--- config.mk ---
export PLATFORM = sky130hd
export DESIGN_NAME = rs_single_err_corr
export DESIGN_NICKNAME = d
export VERILOG_FILES = /design/src/rtl/rs_single_err_corr.sv
export SDC_FILE = /design/constraint.sdc
export NUM_CORES = 1
export LEC_CHECK = 0
export ABC_CLOCK_PERIOD_IN_PS = 79100
export BUFFER_PORTS_ARGS = -buffer_cell sky130_fd_sc_hd__buf_2
export CAP_MARGIN = 10
export CORE_AREA = 2 2 256 258
export CTS_CLUSTER_SIZE = 25
export DETAILED_ROUTE_END_ITERATION = 10
export DIE_AREA = 0 0 258 260
export GPL_TIMING_DRIVEN = 0
export SLEW_MARGIN = 10
export SYNTH_ARGS = -nofsm -noshare
export SYNTH_HDL_FRONTEND = slang
export SYNTH_SLANG_ARGS = --single-unit
--- constraint.sdc ---
create_clock -name i_clk -period 79.1 [get_ports i_clk]
set_input_delay 0 -clock i_clk [delete_from_list [all_inputs] [get_ports i_clk]]
set_output_delay 0 -clock i_clk [all_outputs]
set_load 0.03 [all_outputs]
--- src/rtl/rs_single_err_corr.sv ---
// Streaming RS(N,N-4) single-error corrector over GF(256), polynomial 0x11D.
// Define RS_SYND_OUT_EN to export the EVAL-time syndromes {S3,S2,S1,S0} on out_synd.
module rs_single_err_corr #(
   parameter int N = 32
) (
   input  logic        i_clk,
   input  logic        i_rst,
   input  logic        in_valid,
   input  logic [7:0]  in_data,
   output logic        in_ready,
   output logic        out_valid,
   output logic [1:0]  out_status,
   output logic [4:0]  out_pos,
   output logic [7:0]  out_mag
`ifdef RS_SYND_OUT_EN
   ,
   output logic [31:0] out_synd
`endif
);

   localparam logic [4:0] LAST = 5'(N - 1);

   typedef enum logic [1:0] {ST_ACC, ST_EVAL, ST_SEARCH, ST_DONE} state_t;

   function automatic logic [7:0] gf256_xtime(input logic [7:0] a);
      return {a[6:0], 1'b0} ^ (a[7] ? 8'h1D : 8'h00);
   endfunction

   function automatic logic [7:0] gf256_mult(input logic [7:0] a, input logic [7:0] b);
      logic [7:0] acc;
      logic [7:0] sh;
      acc = 8'h00;
      sh  = a;
      for (int i = 0; i < 8; i++) begin
         if (b[i]) acc = acc ^ sh;
         sh = gf256_xtime(sh);
      end
      return acc;
   endfunction

   // a^254 by square-and-multiply: a^1 -> a^3 -> ... -> a^127, then one squaring.
   function automatic logic [7:0] gf256_inv(input logic [7:0] a);
      logic [7:0] t;
      t = a;
      for (int i = 0; i < 6; i++) begin
         t = gf256_mult(gf256_mult(t, t), a);
      end
      return gf256_mult(t, t);
   endfunction

   state_t     state, state_nxt;
   logic [4:0] cnt;
   logic [7:0] s0, s1, s2, s3;
   logic [7:0] x_reg, mag_reg, p_reg;
   logic [4:0] j_reg;
   logic       accept, all_zero, eval_bad;
   logic [7:0] x_eval;

   assign in_ready = (state == ST_ACC);
   assign accept   = in_valid && in_ready;
   assign all_zero = (s0 == 8'h00) && (s1 == 8'h00) && (s2 == 8'h00) && (s3 == 8'h00);
   assign x_eval   = gf256_mult(s1, gf256_inv(s0));
   assign eval_bad = (s0 == 8'h00) || (gf256_mult(s1, x_eval) != s2) ||
                     (gf256_mult(s2, x_eval) != s3);

   always_ff @(posedge i_clk) begin
      if (i_rst) state <= ST_ACC;
      else       state <= state_nxt;
   end

   always_comb begin
      state_nxt = state;
      case (state)
         ST_ACC:    if (accept && cnt == LAST) state_nxt = ST_EVAL;
         ST_EVAL:   state_nxt = (all_zero || eval_bad) ? ST_DONE : ST_SEARCH;
         ST_SEARCH: if (p_reg == x_reg || j_reg == LAST) state_nxt = ST_DONE;
         ST_DONE:   state_nxt = ST_ACC;
         default:   state_nxt = ST_ACC;
      endcase
   end

   always_ff @(posedge i_clk) begin
      if (i_rst) begin
         cnt        <= 5'd0;
         s0         <= 8'h00;
         s1         <= 8'h00;
         s2         <= 8'h00;
         s3         <= 8'h00;
         x_reg      <= 8'h00;
         mag_reg    <= 8'h00;
         p_reg      <= 8'h01;
         j_reg      <= 5'd0;
         out_valid  <= 1'b0;
         out_status <= 2'b00;
         out_pos    <= 5'd0;
         out_mag    <= 8'h00;
      end else begin
         out_valid <= 1'b0;
         case (state)
            ST_ACC: begin
               if (accept) begin
                  s0  <= s0 ^ in_data;
                  s1  <= gf256_xtime(s1) ^ in_data;
                  s2  <= gf256_xtime(gf256_xtime(s2)) ^ in_data;
                  s3  <= gf256_xtime(gf256_xtime(gf256_xtime(s3))) ^ in_data;
                  cnt <= cnt + 5'd1;
               end
            end
            ST_EVAL: begin
               if (all_zero || eval_bad) begin
                  out_valid  <= 1'b1;
                  out_status <= all_zero ? 2'b00 : 2'b10;
                  out_pos    <= 5'd0;
                  out_mag    <= 8'h00;
               end else begin
                  x_reg   <= x_eval;
                  mag_reg <= s0;
                  p_reg   <= 8'h01;
                  j_reg   <= 5'd0;
               end
            end
            // p tracks alpha^j; a match at j means the error sits at degree j.
            ST_SEARCH: begin
               if (p_reg == x_reg) begin
                  out_valid  <= 1'b1;
                  out_status <= 2'b01;
                  out_pos    <= LAST - j_reg;
                  out_mag    <= mag_reg;
               end else if (j_reg == LAST) begin
                  out_valid  <= 1'b1;
                  out_status <= 2'b10;
                  out_pos    <= 5'd0;
                  out_mag    <= 8'h00;
               end else begin
                  p_reg <= gf256_xtime(p_reg);
                  j_reg <= j_reg + 5'd1;
               end
            end
            ST_DONE: begin
               cnt <= 5'd0;
               s0  <= 8'h00;
               s1  <= 8'h00;
               s2  <= 8'h00;
               s3  <= 8'h00;
            end
            default: ;
         endcase
      end
   end

`ifdef RS_SYND_OUT_EN
   always_ff @(posedge i_clk) begin
      if (i_rst)                 out_synd <= 32'h0;
      else if (state == ST_EVAL) out_synd <= {s3, s2, s1, s0};
   end
`endif

endmodule

Word-level counts from Yosys, hierarchy flattened
Cells that the tools add are included.
Widths: inputs -> output; s select.
{"block": "op_classes", "n_addsub": 3, "n_eq_ne": 16, "n_mux": 276, "n_bitwise": 226, "reduce_logical": 21}
{"op": "$mux 8", "n": 138}
{"op": "$xor 8x8->8", "n": 116}
{"op": "$xor 8x5->8", "n": 109}
{"op": "$mux 5", "n": 116}
{"op": "$pmux 8 s2", "n": 6}
{"op": "$logic_not 8->1", "n": 4}
{"op": "$pmux 5 s2", "n": 3}
{"op": "$ne 8x8->1", "n": 2}
{"op": "$mux 2", "n": 6}
{"op": "$add 5x1->5 const B", "n": 2}
{"op": "$eq 5x5->1 const B", "n": 2}
{"op": "$ne 2x2->1 const B", "n": 5}
{"op": "$eq 8x8->1", "n": 1}
{"op": "$pmux 2 s4", "n": 1}
{"op": "$reduce_and 2->1", "n": 3}
{"op": "$logic_and 1x1->1", "n": 5}
{"op": "$sub 5x5->5 const A", "n": 1}
{"op": "$eq 2x2->1 const B", "n": 2}
{"op": "$logic_or 1x1->1", "n": 4}
{"op": "$mux 1", "n": 4}
{"op": "$ne 2x1->1 const B", "n": 2}
{"op": "$pmux 2 s2", "n": 1}
{"op": "$reduce_and 4->1", "n": 1}
{"op": "$reduce_bool 2->1", "n": 2}
{"op": "other kinds (6)", "n": 6}
{"block": "word_totals", "ff_bits": 84, "wordCells": 556, "in_bits": 11}

Depth between registers and ports, before layout
Gate-level depths: netlist of run 1.
{"block": "depth", "depth_word": 244, "depth_mapped": 107, "ltp_nobuf": 89}

Worst setup path after synthesis of run 1
OpenSTA, ideal clock, no wires.
{"block": "synth_path", "path_kind": "flip-flop to flip-flop", "start": "register s0[0]", "end": "register mag_reg[6]", "setup_ps": 128, "path_stages_with_launch": 99, "slack_ps": 53708, "required_ps": 78972, "arrival_ps": 25265, "path_cell_list": "dfxtp_1 > ha_1 > buf_2 > xnor2_1 > a211o_1 > a211o_1 > nand2_1 > xnor3_2 > xnor3_1 > nand2_1 > xor2_2 > xnor2_2 > inv_2 > ha_1 > xnor3_1 > xnor3_1 > nor2b_1 > xor2_1 > [... 63 more ...] > mux2i_1 > xnor3_1 > buf_6 > o32ai_2 > xor2_1 > xor3_2 > inv_2 > nor2_1 > a2111oi_2 > xor2_1 > xnor3_1 > xor2_1 > or4_4 > nor4_4 > buf_6 > buf_12 > mux2i_1 > nor2_1"}
{"block": "synth_between", "elab_chain_cells": 237, "word_cells_on_any_way": 426, "cone_classes": "eq/ne (2); mux (212); bitwise (204); reduce/logical (8)"}
{"item": "start, declared", "line": "53", "source": "logic [7:0] s0, s1, s2, s3;"}
{"item": "start signal, assigned", "line": "102", "source": "s0 <= s0 ^ in_data;"}
{"item": "$mux 8", "line": "35", "source": "if (b[i]) acc = acc ^ sh;"}
{"item": "$xor 8x8->8", "line": "35"}
{"item": "$mux 8", "line": "35"}
{"item": "$xor 8x8->8", "line": "35"}
{"item": "$mux 8", "line": "35"}
{"item": "$xor 8x8->8", "line": "35"}
{"item": "$mux 8", "line": "35"}
{"item": "$xor 8x8->8", "line": "35"}
{"item": "[... 220 more ...]"}
{"item": "$mux 8", "line": "35"}
{"item": "$xor 8x8->8", "line": "35"}
{"item": "$mux 8", "line": "35"}
{"item": "$ne 8x8->1", "line": "63", "source": "assign eval_bad = (s0 == 8'h00) || (gf256_mult(s1, x_eval) != s2) ||"}
{"item": "$logic_or 1x1->1 (2 in series)", "line": "63"}
{"item": "$logic_or 1x1->1 (*)", "line": "110", "source": "if (all_zero || eval_bad) begin"}
{"item": "$not 1->1 (no source line) (*)"}
{"item": "$reduce_and 2->1 (no source line) (*)"}
{"item": "end signal, assigned", "line": "90", "source": "mag_reg <= 8'h00;"}
{"item": "end signal, assigned", "line": "117", "source": "mag_reg <= s0;"}
{"item": "end, declared", "line": "54", "source": "logic [7:0] x_reg, mag_reg, p_reg;"}
Mark *: on every way between the ends. The rest lies on a longest branch, timed or not.
A chain may end at the register's enable or synchronous reset.

Worst setup path after layout of run 1
{"block": "layout_path", "start": "register s0[7]", "end": "register mag_reg[7]"}
{"block": "layout_between", "elab_chain_cells": 237, "word_cells_on_any_way": 430, "cone_classes": "eq/ne (2); mux (216); bitwise (204); reduce/logical (8)"}
{"item": "$mux 5 / $mux 8 (equally long branches)", "line": "26, 35"}
{"item": "$xor 8x5->8 / $xor 8x8->8 (equally long branches)", "line": "26, 35"}
{"item": "$xor 8x8->8 / $mux 8 (equally long branches)", "line": "35"}
{"item": "$mux 8 / $xor 8x8->8 (equally long branches)", "line": "35"}
{"item": "$xor 8x8->8 / $mux 8 (equally long branches)", "line": "35"}
{"item": "$mux 8 / $xor 8x8->8 (equally long branches)", "line": "35"}
{"item": "$xor 8x8->8 / $mux 8 (equally long branches)", "line": "35"}
{"item": "$mux 8 / $xor 8x8->8 (equally long branches)", "line": "35"}
{"item": "[... 220 more ...]"}
{"item": "$mux 8", "line": "35"}
{"item": "$xor 8x8->8", "line": "35"}
{"item": "$mux 8", "line": "35"}
{"item": "$ne 8x8->1", "line": "63"}
{"item": "$logic_or 1x1->1 (2 in series)", "line": "63"}
{"item": "$logic_or 1x1->1", "line": "110"}
{"item": "$not 1->1 (no source line)"}
{"item": "$reduce_and 2->1 (no source line)"}
Several ways; a longest one is shown, not always the timed one.

==> run_summary.xml, run 1 <==
<?xml version="1.0" encoding="UTF-8"?>
<metrics>
  <group name="timing">
    <metric name="final_min_period_over_clock_period" unit="%">39.7</metric>
    <metric name="final_setup_vio_count" unit="">0</metric>
    <metric name="timing_worst_slew_pin_value" unit="ns">1.05</metric>
    <metric name="maxClockFrequency" unit="MHz">31.9</metric>
    <metric name="final.setup_skew" unit="ns">0.0124</metric>
    <metric name="timing.final.max_slew_violations" unit="">0</metric>
    <metric name="sum_neg_setup_slack" unit="ns">0</metric>
    <metric name="timing.slew.headroom" unit="%">29.5</metric>
    <metric name="rsz0062_at_grt" unit="">false</metric>
    <metric name="final_period_minus_worst_setup_slack" unit="ns">31.37</metric>
    <metric name="finalHoldViolations" unit="">0</metric>
  </group>
  <group name="synthesis">
    <metric name="async_reset_ff_share" unit="%">0</metric>
    <metric name="synth.cells.most_frequent" unit="">xnor2_1, nand2_1, nor2_1, xor2_1, a21oi_1</metric>
    <metric name="synth_area_leader_cell" unit="">xnor2_1</metric>
    <metric name="synth.net_count" unit="">2835</metric>
    <metric name="yosysMostFrequentCell" unit="">xnor2_1</metric>
    <metric name="number_of_standard_cells_after_synthesis" unit="">2805</metric>
    <metric name="synth.yosys.seq_area_share" unit="%">7.53</metric>
    <metric name="synth_area" unit="sq um">22300</metric>
    <metric name="ys_ff_latch" unit="">84</metric>
    <metric name="synth_cell_type_count" unit="">118</metric>
    <metric name="synthFlopType" unit="">dfxtp_1</metric>
    <metric name="synthDominantCellAreaShare" unit="%">17.4</metric>
    <metric name="synth_warnings" unit="">0</metric>
    <metric name="yosys-top-cells-area" unit="">xnor2_1, xnor3_1, dfxtp_1</metric>
    <metric name="synth-edff-count" unit="">0</metric>
    <metric name="syn_area_per_cell" unit="sq um">7.96</metric>
  </group>
  <group name="finish">
    <metric name="syn_to_final_growth" unit="%">6.84</metric>
    <metric name="finalInstanceArea" unit="sq um">23900</metric>
    <metric name="drive_above_1_share" unit="%">10.6</metric>
    <metric name="multi_input_area" unit="sq um">19400</metric>
    <metric name="nFillCells" unit="">6752</metric>
    <metric name="diodes" unit="">0</metric>
    <metric name="regArea" unit="sq um">1680</metric>
    <metric name="layout.nets" unit="">2873</metric>
  </group>
  <group name="setup_path">
    <metric name="critical_path.max_fanout" unit="">10</metric>
    <metric name="endpoint_kind" unit="">flip-flop</metric>
    <metric name="class_of_the_most_critical_setup_path" unit="">flip-flop to flip-flop</metric>
    <metric name="timing.critical_path.required" unit="ns">79.31</metric>
    <metric name="ff2ff_path_depth" unit="">99</metric>
    <metric name="slowest_stage" unit="">nor2_1</metric>
    <metric name="timing.critical_path.from_type" unit="">flip-flop</metric>
    <metric name="timing.critical_path.slowest_cell_delay" unit="ns">0.79</metric>
    <metric name="crit_path_frequent_cell" unit="">xnor3_1</metric>
    <metric name="setup_slack_reg_to_reg" unit="ns">47.73</metric>
    <metric name="crit_arrival" unit="ns">31.58</metric>
  </group>
  <group name="clocking">
    <metric name="tritoncts.num_buffers" unit="">9</metric>
    <metric name="cts.repair_timing.setup_buffer_count" unit="">0</metric>
    <metric name="tritoncts_clock_tree" unit="">yes</metric>
    <metric name="clock_pin_transition_on_the_worst_setup_and_hold_timing_paths" unit="ns">0.06</metric>
    <metric name="htreeDepth" unit="">3</metric>
    <metric name="clk-insertion-delay-late" unit="ns">0.34</metric>
    <metric name="hold_buffers" unit="">0</metric>
    <metric name="post_cts.resized_instances" unit="">0</metric>
    <metric name="clock_tree.buffer_depth" unit="">2</metric>
    <metric name="cts_root_buffer" unit="">clkbuf_16</metric>
    <metric name="numClockSinks" unit="">84</metric>
  </group>
  <group name="drt">
    <metric name="route.final.wire_length" unit="microns">71100</metric>
    <metric name="vias" unit="">20210</metric>
    <metric name="dr.first_iter.drc_count" unit="">1899</metric>
    <metric name="vias_per_cell" unit="">5.46</metric>
    <metric name="antenna_violating_nets_post_route" unit="">0</metric>
    <metric name="number_of_remaining_drc_errors" unit="">0</metric>
    <metric name="drt_pass1_iterations" unit="">6</metric>
    <metric name="wl_per_cell" unit="microns">19.2</metric>
  </group>
  <group name="outcome">
    <metric name="run_status" unit="">completed</metric>
  </group>
  <group name="grt">
    <metric name="grt_max_degree" unit="">16</metric>
    <metric name="grt_pass1_vias" unit="">18782</metric>
    <metric name="grt.overflow.total" unit="">0</metric>
    <metric name="antenna_found_initial" unit="">0</metric>
    <metric name="grt_pass1_wl" unit="microns">111000</metric>
    <metric name="global_route.usage.total" unit="%">20.7</metric>
  </group>
  <group name="job">
    <metric name="maxCapViolCount" unit="">0</metric>
  </group>
  <group name="die">
    <metric name="chipHeight" unit="microns">260</metric>
    <metric name="std_cell_rows" unit="">93</metric>
    <metric name="top_level_ports" unit="">28</metric>
    <metric name="design.die.area" unit="sq um">67100</metric>
    <metric name="die_width" unit="microns">258</metric>
    <metric name="coreArea" unit="sq um">64100</metric>
    <metric name="start_util" unit="%">34.8</metric>
  </group>
  <group name="place">
    <metric name="placement.io_buffers" unit="">27</metric>
    <metric name="placed_cell_area" unit="sq um">23500</metric>
    <metric name="hpwlAfterDp" unit="microns">53700</metric>
    <metric name="gp_congestion" unit="">0.943</metric>
  </group>
  <group name="min_path">
    <metric name="hold-path-cell-count" unit="">3</metric>
    <metric name="holdCritPathClass" unit="">input port to flip-flop</metric>
  </group>
</metrics>
cell type report:
cell class | count | share of cell area, %
repair buffers | 27 | 0.566
clock inverters | 6 | 0.393
multi-input cells | 2446 | 81.2
inverters | 62 | 0.975
flip-flops and latches | 84 | 7.05
plain buffers | 213 | 4.41
clock buffers | 10 | 0.959
well taps | 855 | 4.48
layout by cell type, fill, tap and decap left out, types with 27 or more instances in the layout:
cell type  count
o21ai_1       40
and2_1        27
xor2_1       179
o22ai_1       28
nor2_1       303
xnor3_1      107
nand2_1      383
inv_1         44
a21oi_1      124
a22oi_1       52
mux2i_1       77
xnor2_1      443
buf_2         85
nand3_1       42
o21ai_0       81
nor3_1        57
dfxtp_1       84
xnor2_2       40
clkbuf_1     100
routing by layer:
layer  wire (microns)  share of wire (%)  track usage [%]
met3             4480                6.3             1.52
met5                0                  0                0
met1            31500                 44             28.5
met2            33000                 46             34.4
met4             2080                2.9             5.99
stage by stage:
stage / worst slack, ns / util [%] / cells / hold slack [ns]
finish: 47.73 / 37.2 / 3703 / 0.0294
global route: 45.87 / 37.2 / 3703 / 0.0434
CTS: 48.01 / 37.2 / 3703 / 0.0281
detailed placement: 48.11 / 36.7 / 3687 / 0.387
global placement: 47.99 / 36.7 / 3687 / 0.367
floorplan: 53.71 / - / 2805 / 0.158
final timing paths:
path                                 start    endpoint
worst max-delay path                 s0[7]  mag_reg[7]
worst min register to register  out_mag[7]  out_mag[7]
worst max register to register       s0[7]  mag_reg[7]
worst min-delay path                 i_rst    p_reg[0]
cells by family (layout without fill, tap and decap cells):
kind of cell    Yosys count  after routing  synth area share (%)
compound gates          524            524                  16.4
xor+xnor                836            836                  45.3
fa+ha+maj                19             19                  1.06
buf+inv                 275            318                  5.76
flops                    84             84                  7.53
mux                      92             92                  4.39
simple gates            975            975                  19.6
worst max-delay path, delay by kind of cell (launching register included):
kind	cells	cell delay, ns
buffers and inverters	21	5.16
and+or+nand+nor	15	3.86
adders and majority gates	6	1.81
AOI/OAI and AO/OA	15	4.25
DFF	1	0.32
muxes	1	0.19
xor gates and xnor gates	41	15.56
Power of run 1 is not shown: default switching activity piles up to over one toggle a cycle in this logic, so the estimate is an artifact.
==> inputs of run 2 (changes only) <==
- ABC_CLOCK_PERIOD_IN_PS: 79100 -> 27800
- clock period: 79.1 -> 27.8 ns (I/O delays scaled with it)
==> run 2 against run 1 <==
- first-iteration DRC count increased by 5.7%
- global-route usage increased by 0.17 points
- wire length increased by 1.8%
- register-to-register slack got worse by 47 ns
- cell count increased by 1.2%
- die area unchanged
- count of clock-buffer cells in the layout unchanged
- maximum frequency increased by 18%
- core utilization increased by 1.3 points
- critical endpoint unchanged
- largest cell class unchanged
- setup slack got worse by 47 ns
- highest routed layer unchanged
- sequential share of layout area decreased by 0.24 points
- hold slack improved by 0.0011 ns
==> run_summary.xml, run 2 (synthesis results as in run 1) <==
<?xml version="1.0" encoding="UTF-8"?>
<metrics>
  <group name="finish">
    <metric name="syn_to_final_growth" unit="%">10.6</metric>
    <metric name="drive_above_1_share" unit="%">14.2</metric>
    <metric name="final_common_cell" unit="">xnor2_1</metric>
    <metric name="fin_cells" unit="">3749</metric>
    <metric name="mostFrequentLayoutCells" unit="">xnor2_1, nand2_1, nor2_1</metric>
    <metric name="finalInstanceArea" unit="sq um">24700</metric>
    <metric name="diodes" unit="">0</metric>
    <metric name="nFillCells" unit="">6695</metric>
    <metric name="layout.nets" unit="">2919</metric>
  </group>
  <group name="setup_path">
    <metric name="timing.critical_path.from_type" unit="">flip-flop</metric>
    <metric name="crit_path_frequent_cell" unit="">xnor3_1</metric>
    <metric name="timing.critical_path.slowest_cell_delay" unit="ns">0.57</metric>
    <metric name="class_of_the_most_critical_setup_path" unit="">flip-flop to flip-flop</metric>
    <metric name="slowest_stage" unit="">a222oi_1</metric>
    <metric name="critical_path.max_fanout" unit="">10</metric>
    <metric name="timing.critical_path.required" unit="ns">28.01</metric>
    <metric name="setup_slack_reg_to_reg" unit="ns">1.11</metric>
    <metric name="crit_arrival" unit="ns">26.89</metric>
    <metric name="endpoint_kind" unit="">flip-flop</metric>
  </group>
  <group name="drt">
    <metric name="dr.first_iter.drc_count" unit="">2007</metric>
    <metric name="vias" unit="">20496</metric>
    <metric name="antenna_violating_nets_post_route" unit="">0</metric>
    <metric name="drt_pass1_iterations" unit="">6</metric>
    <metric name="wl_per_cell" unit="microns">19.3</metric>
    <metric name="number_of_remaining_drc_errors" unit="">0</metric>
    <metric name="vias_per_cell" unit="">5.47</metric>
    <metric name="route.final.wire_length" unit="microns">72400</metric>
  </group>
  <group name="clocking">
    <metric name="clock_pin_transition_on_the_worst_setup_and_hold_timing_paths" unit="ns">0.06</metric>
    <metric name="tritoncts_clock_tree" unit="">yes</metric>
    <metric name="hold_buffers" unit="">0</metric>
    <metric name="cts_root_buffer" unit="">clkbuf_16</metric>
    <metric name="tritoncts.num_buffers" unit="">9</metric>
    <metric name="clock_tree.buffer_depth" unit="">2</metric>
    <metric name="clk-insertion-delay-late" unit="ns">0.34</metric>
    <metric name="htreeDepth" unit="">3</metric>
    <metric name="numClockSinks" unit="">84</metric>
  </group>
  <group name="min_path">
    <metric name="holdCritPathClass" unit="">input port to flip-flop</metric>
  </group>
  <group name="place">
    <metric name="number_of_cells_in_the_design_after_placement" unit="">3687</metric>
    <metric name="placement.io_buffers" unit="">27</metric>
    <metric name="gp_congestion" unit="">0.943</metric>
    <metric name="hpwlAfterDp" unit="microns">53700</metric>
    <metric name="placed_cell_area" unit="sq um">23500</metric>
  </group>
  <group name="timing">
    <metric name="maxClockFrequency" unit="MHz">37.5</metric>
    <metric name="timing.final.max_slew_violations" unit="">0</metric>
    <metric name="final_setup_vio_count" unit="">0</metric>
    <metric name="final_period_minus_worst_setup_slack" unit="ns">26.69</metric>
    <metric name="sum_neg_setup_slack" unit="ns">0</metric>
    <metric name="final_min_period_over_clock_period" unit="%">96.0</metric>
    <metric name="finalHoldViolations" unit="">0</metric>
    <metric name="final.setup_skew" unit="ns">0.0114</metric>
    <metric name="timing.slew.headroom" unit="%">30.2</metric>
    <metric name="timing_worst_slew_pin_value" unit="ns">1.04</metric>
  </group>
  <group name="grt">
    <metric name="antenna_found_initial" unit="">0</metric>
    <metric name="grt_pass1_vias" unit="">18915</metric>
    <metric name="grt.overflow.total" unit="">0</metric>
    <metric name="global_route.usage.total" unit="%">20.8</metric>
    <metric name="grt_max_degree" unit="">16</metric>
    <metric name="grt_pass1_wl" unit="microns">112000</metric>
  </group>
  <group name="die">
    <metric name="chipHeight" unit="microns">260</metric>
    <metric name="die_width" unit="microns">258</metric>
    <metric name="start_util" unit="%">34.8</metric>
    <metric name="coreArea" unit="sq um">64100</metric>
    <metric name="design.die.area" unit="sq um">67100</metric>
    <metric name="std_cell_rows" unit="">93</metric>
    <metric name="top_level_ports" unit="">28</metric>
  </group>
  <group name="outcome">
    <metric name="run_status" unit="">completed</metric>
  </group>
  <group name="job">
    <metric name="maxCapViolCount" unit="">0</metric>
  </group>
</metrics>
[run 2: changes by cell type in the layout (fill, tap and decap cells not counted), sizes merged]
cell  before  now
buf      141  187
[run 2: final timing paths]
path | startpoint | endpoint | depth (start not counted)
setup reg to reg | s0[6] | mag_reg[7] | 100
hold reg to reg | out_mag[7] | out_mag[7] | 2
setup / recovery | s0[6] | mag_reg[7] | 100
hold / removal | i_rst | p_reg[0] | 3
[run 2: worst max-delay path: cells and delay by family, from the launching register on]
kind                       cells  cell delay (ns)
AOI/OAI and AO/OA             11             3.34
and+or+nand+nor               14             2.63
DFF                            1             0.39
adders and majority gates      7             2.47
muxes                          3             0.70
buffers and inverters         19             3.69
xor gates and xnor gates      46            13.30
[run 2: cell type report]
| class | count | area [sq um] | share of cell area, % |
|---|---|---|---|
| repair buffers | 76 | 503 | 2.04 |
| plain buffers | 210 | 1060 | 4.29 |
| clock inverters | 6 | 93.8 | 0.380 |
| well taps | 855 | 1070 | 4.33 |
| flip-flops and latches | 84 | 1680 | 6.81 |
| inverters | 62 | 233 | 0.942 |
| multi-input cells | 2446 | 19800 | 80.3 |
| clock buffers | 10 | 229 | 0.927 |
[run 2: routing by layer]
metal / up-vias / global-route usage, % / wire [microns] / share of wire, %
met5: - / 0 / 0 / 0
met4: 0 / 6.20 / 2040 / 2.8
met3: 116 / 1.42 / 4530 / 6.3
met2: 785 / 34.6 / 33900 / 47
met1: 9811 / 28.9 / 31900 / 44
li1: 9784 / - / - / -
[run 2: repair_timing]
action | CTS | global route
pin swaps | 11 | 25
resized for setup | 45 | 43
setup buffers | 13 | 36
cloned | 0 | 0
endpoints found under the setup margin | 46 | 46
[run 2: metrics by stage]
| step | util (%) | worst slack [ns] | hold slack [ns] |
|---|---|---|---|
| floorplan | - | 2.41 | 0.158 |
| global placement | 36.7 | -3.31 | 0.367 |
| detailed placement | 36.7 | -3.19 | 0.387 |
| CTS | 37.8 | 0.00591 | 0.0281 |
| global route | 38.5 | -0.138 | 0.0434 |
| finish | 38.5 | 1.11 | 0.0305 |
Power of run 2 is left out for the same reason.
==> inputs of run 3 (changes only) <==
- ABC_CLOCK_PERIOD_IN_PS: 27800 -> 26000
- CAP_MARGIN: 10 -> not set
- clock period: 27.8 -> 26 ns (I/O delays scaled with it)
==> run 3 against run 2 <==
- register-to-register slack worse by 0.36 ns
- first-iteration DRC count down 2.3%
- maximum frequency up 5.7%
- critical endpoint is now out_pos[1]
==> run_summary.xml, run 3 (synthesis results as in run 1) <==
<?xml version="1.0" encoding="UTF-8"?>
<metrics>
  <group name="timing">
    <metric name="final.setup_skew" unit="ns">0.0117</metric>
    <metric name="timing.final.max_slew_violations" unit="">0</metric>
    <metric name="final_min_period_over_clock_period" unit="%">97.1</metric>
    <metric name="final_period_minus_worst_setup_slack" unit="ns">25.24</metric>
    <metric name="maxClockFrequency" unit="MHz">39.6</metric>
    <metric name="final_setup_vio_count" unit="">0</metric>
    <metric name="timing_worst_slew_pin_value" unit="ns">1.02</metric>
    <metric name="timing.slew.headroom" unit="%">31.5</metric>
    <metric name="sum_neg_setup_slack" unit="ns">0</metric>
    <metric name="finalHoldViolations" unit="">0</metric>
  </group>
  <group name="clocking">
    <metric name="cts_root_buffer" unit="">clkbuf_16</metric>
    <metric name="htreeDepth" unit="">3</metric>
    <metric name="tritoncts_clock_tree" unit="">yes</metric>
    <metric name="hold_buffers" unit="">0</metric>
    <metric name="clock_tree.buffer_depth" unit="">2</metric>
    <metric name="numClockSinks" unit="">84</metric>
    <metric name="clock_pin_transition_on_the_worst_setup_and_hold_timing_paths" unit="ns">0.07</metric>
    <metric name="tritoncts.num_buffers" unit="">9</metric>
    <metric name="clk-insertion-delay-late" unit="ns">0.34</metric>
  </group>
  <group name="grt">
    <metric name="grt_pass1_wl" unit="microns">113000</metric>
    <metric name="antenna_found_initial" unit="">0</metric>
    <metric name="grt_pass1_vias" unit="">19094</metric>
    <metric name="grt.overflow.total" unit="">0</metric>
    <metric name="global_route.usage.total" unit="%">20.9</metric>
    <metric name="grt_max_degree" unit="">16</metric>
  </group>
  <group name="setup_path">
    <metric name="setup.worst_path.start" unit="">s0[2]</metric>
    <metric name="crit_arrival" unit="ns">25.51</metric>
    <metric name="reg2reg_to" unit="">out_pos[1]</metric>
    <metric name="critical_path.max_fanout" unit="">11</metric>
    <metric name="class_of_the_most_critical_setup_path" unit="">flip-flop to flip-flop</metric>
    <metric name="cp-endpoint" unit="">out_pos[1]</metric>
    <metric name="endpoint_kind" unit="">flip-flop</metric>
    <metric name="ff2ff_path_depth" unit="">97</metric>
    <metric name="timing.critical_path.slowest_cell_delay" unit="ns">0.55</metric>
    <metric name="slowest_stage" unit="">a222oi_1</metric>
    <metric name="crit_path_frequent_cell" unit="">xnor3_2</metric>
    <metric name="timing.rr.start" unit="">s0[2]</metric>
    <metric name="timing.critical_path.required" unit="ns">26.27</metric>
    <metric name="setup_slack_reg_to_reg" unit="ns">0.76</metric>
    <metric name="timing.critical_path.from_type" unit="">flip-flop</metric>
  </group>
  <group name="die">
    <metric name="design.die.area" unit="sq um">67100</metric>
    <metric name="chipHeight" unit="microns">260</metric>
    <metric name="top_level_ports" unit="">28</metric>
    <metric name="std_cell_rows" unit="">93</metric>
    <metric name="die_width" unit="microns">258</metric>
    <metric name="coreArea" unit="sq um">64100</metric>
    <metric name="start_util" unit="%">34.8</metric>
  </group>
  <group name="finish">
    <metric name="drive_above_1_share" unit="%">16.5</metric>
    <metric name="fin_cells" unit="">3776</metric>
    <metric name="layout.nets" unit="">2946</metric>
    <metric name="syn_to_final_growth" unit="%">12.9</metric>
    <metric name="final_common_cell" unit="">xnor2_1</metric>
    <metric name="diodes" unit="">0</metric>
    <metric name="layout.core_utilization" unit="%">39.3</metric>
    <metric name="mostFrequentLayoutCells" unit="">xnor2_1, nand2_1, nor2_1</metric>
  </group>
  <group name="job">
    <metric name="maxCapViolCount" unit="">0</metric>
  </group>
  <group name="place">
    <metric name="gp_congestion" unit="">0.943</metric>
    <metric name="placement.io_buffers" unit="">27</metric>
    <metric name="hpwlAfterDp" unit="microns">53700</metric>
    <metric name="number_of_cells_in_the_design_after_placement" unit="">3687</metric>
  </group>
  <group name="drt">
    <metric name="number_of_remaining_drc_errors" unit="">0</metric>
    <metric name="vias" unit="">20629</metric>
    <metric name="wl_per_cell" unit="microns">19.3</metric>
    <metric name="dr.first_iter.drc_count" unit="">1960</metric>
    <metric name="antenna_violating_nets_post_route" unit="">0</metric>
    <metric name="route.final.wire_length" unit="microns">72900</metric>
    <metric name="vias_per_cell" unit="">5.46</metric>
    <metric name="drt_pass1_iterations" unit="">6</metric>
  </group>
  <group name="min_path">
    <metric name="holdCritPathClass" unit="">input port to flip-flop</metric>
  </group>
  <group name="outcome">
    <metric name="run_status" unit="">completed</metric>
  </group>
</metrics>
## run 3: changes by cell type in the layout (fill, tap and decap cells not counted), moves of 5 or more
cell	change
buf_4	+28
xnor2_1	-9
xnor2_2	+11
xnor3_1	-7
xnor3_2	+7
xor2_1	-5
## run 3: critical path: cells and delay by family, from the launching register on
kind	cells	cell delay, ns
multiplexers	4	0.77
flip-flops	1	0.32
AO/OA/AOI/OAI	15	3.29
adder cells (fa/ha/maj)	6	2.02
XOR/XNOR	42	13.52
AND/OR/NAND/NOR	13	2.15
buffers and inverters	17	3.10
## run 3: how the worst min path moves through the flow
stage                     startpoint       end  slack [ns]  cells past startpoint
after floorplan                i_rst  p_reg[0]        0.16                      2
after detailed placement       i_rst  p_reg[0]        0.39                      3
after global routing           i_rst  p_reg[0]        0.06                      3
final                          i_rst  p_reg[0]        0.05                      3
after CTS                      i_rst  p_reg[0]        0.03                      3
after global placement         i_rst  p_reg[0]        0.37                      3
## run 3: per-layer routing
metal / GRT usage (%) / share of wire, % / wire (microns) / vias to the layer above
met5: 0 / 0 / 0 / -
met4: 6.34 / 3.2 / 2300 / 0
met3: 1.44 / 5.7 / 4180 / 138
met2: 35.0 / 46 / 33900 / 749
met1: 28.9 / 45 / 32600 / 9903
li1: - / - / - / 9839
## run 3: timing repair
action                     in CTS  in global routing
pin swaps                      31                 42
resized for setup              65                 84
buffers inserted               35                 42
setup endpoints to repair      46                 46
## run 3: area by class of cell
| type | instances | area, sq um |
|---|---|---|
| repair buffers | 104 | 738 |
| fillers | 6644 | 38900 |
| well taps | 855 | 1070 |
| flip-flops and latches | 84 | 1680 |
| clock inverters | 6 | 93.8 |
| clock buffers | 10 | 229 |
| multi-input cells | 2446 | 20100 |
| plain buffers | 209 | 1070 |
| inverters | 62 | 238 |
## run 3: through the flow
stage / setup WS (ns) / instance area [sq um] / hold slack [ns]
CTS: 0.108 / 24500 / 0.0281
floorplan: 0.608 / 22300 / 0.158
global placement: -5.11 / 23500 / 0.367
finish: 0.755 / 25200 / 0.0452
detailed placement: -4.99 / 23500 / 0.387
global route: -0.171 / 25200 / 0.0550
Power of run 3 is left out for the same reason.
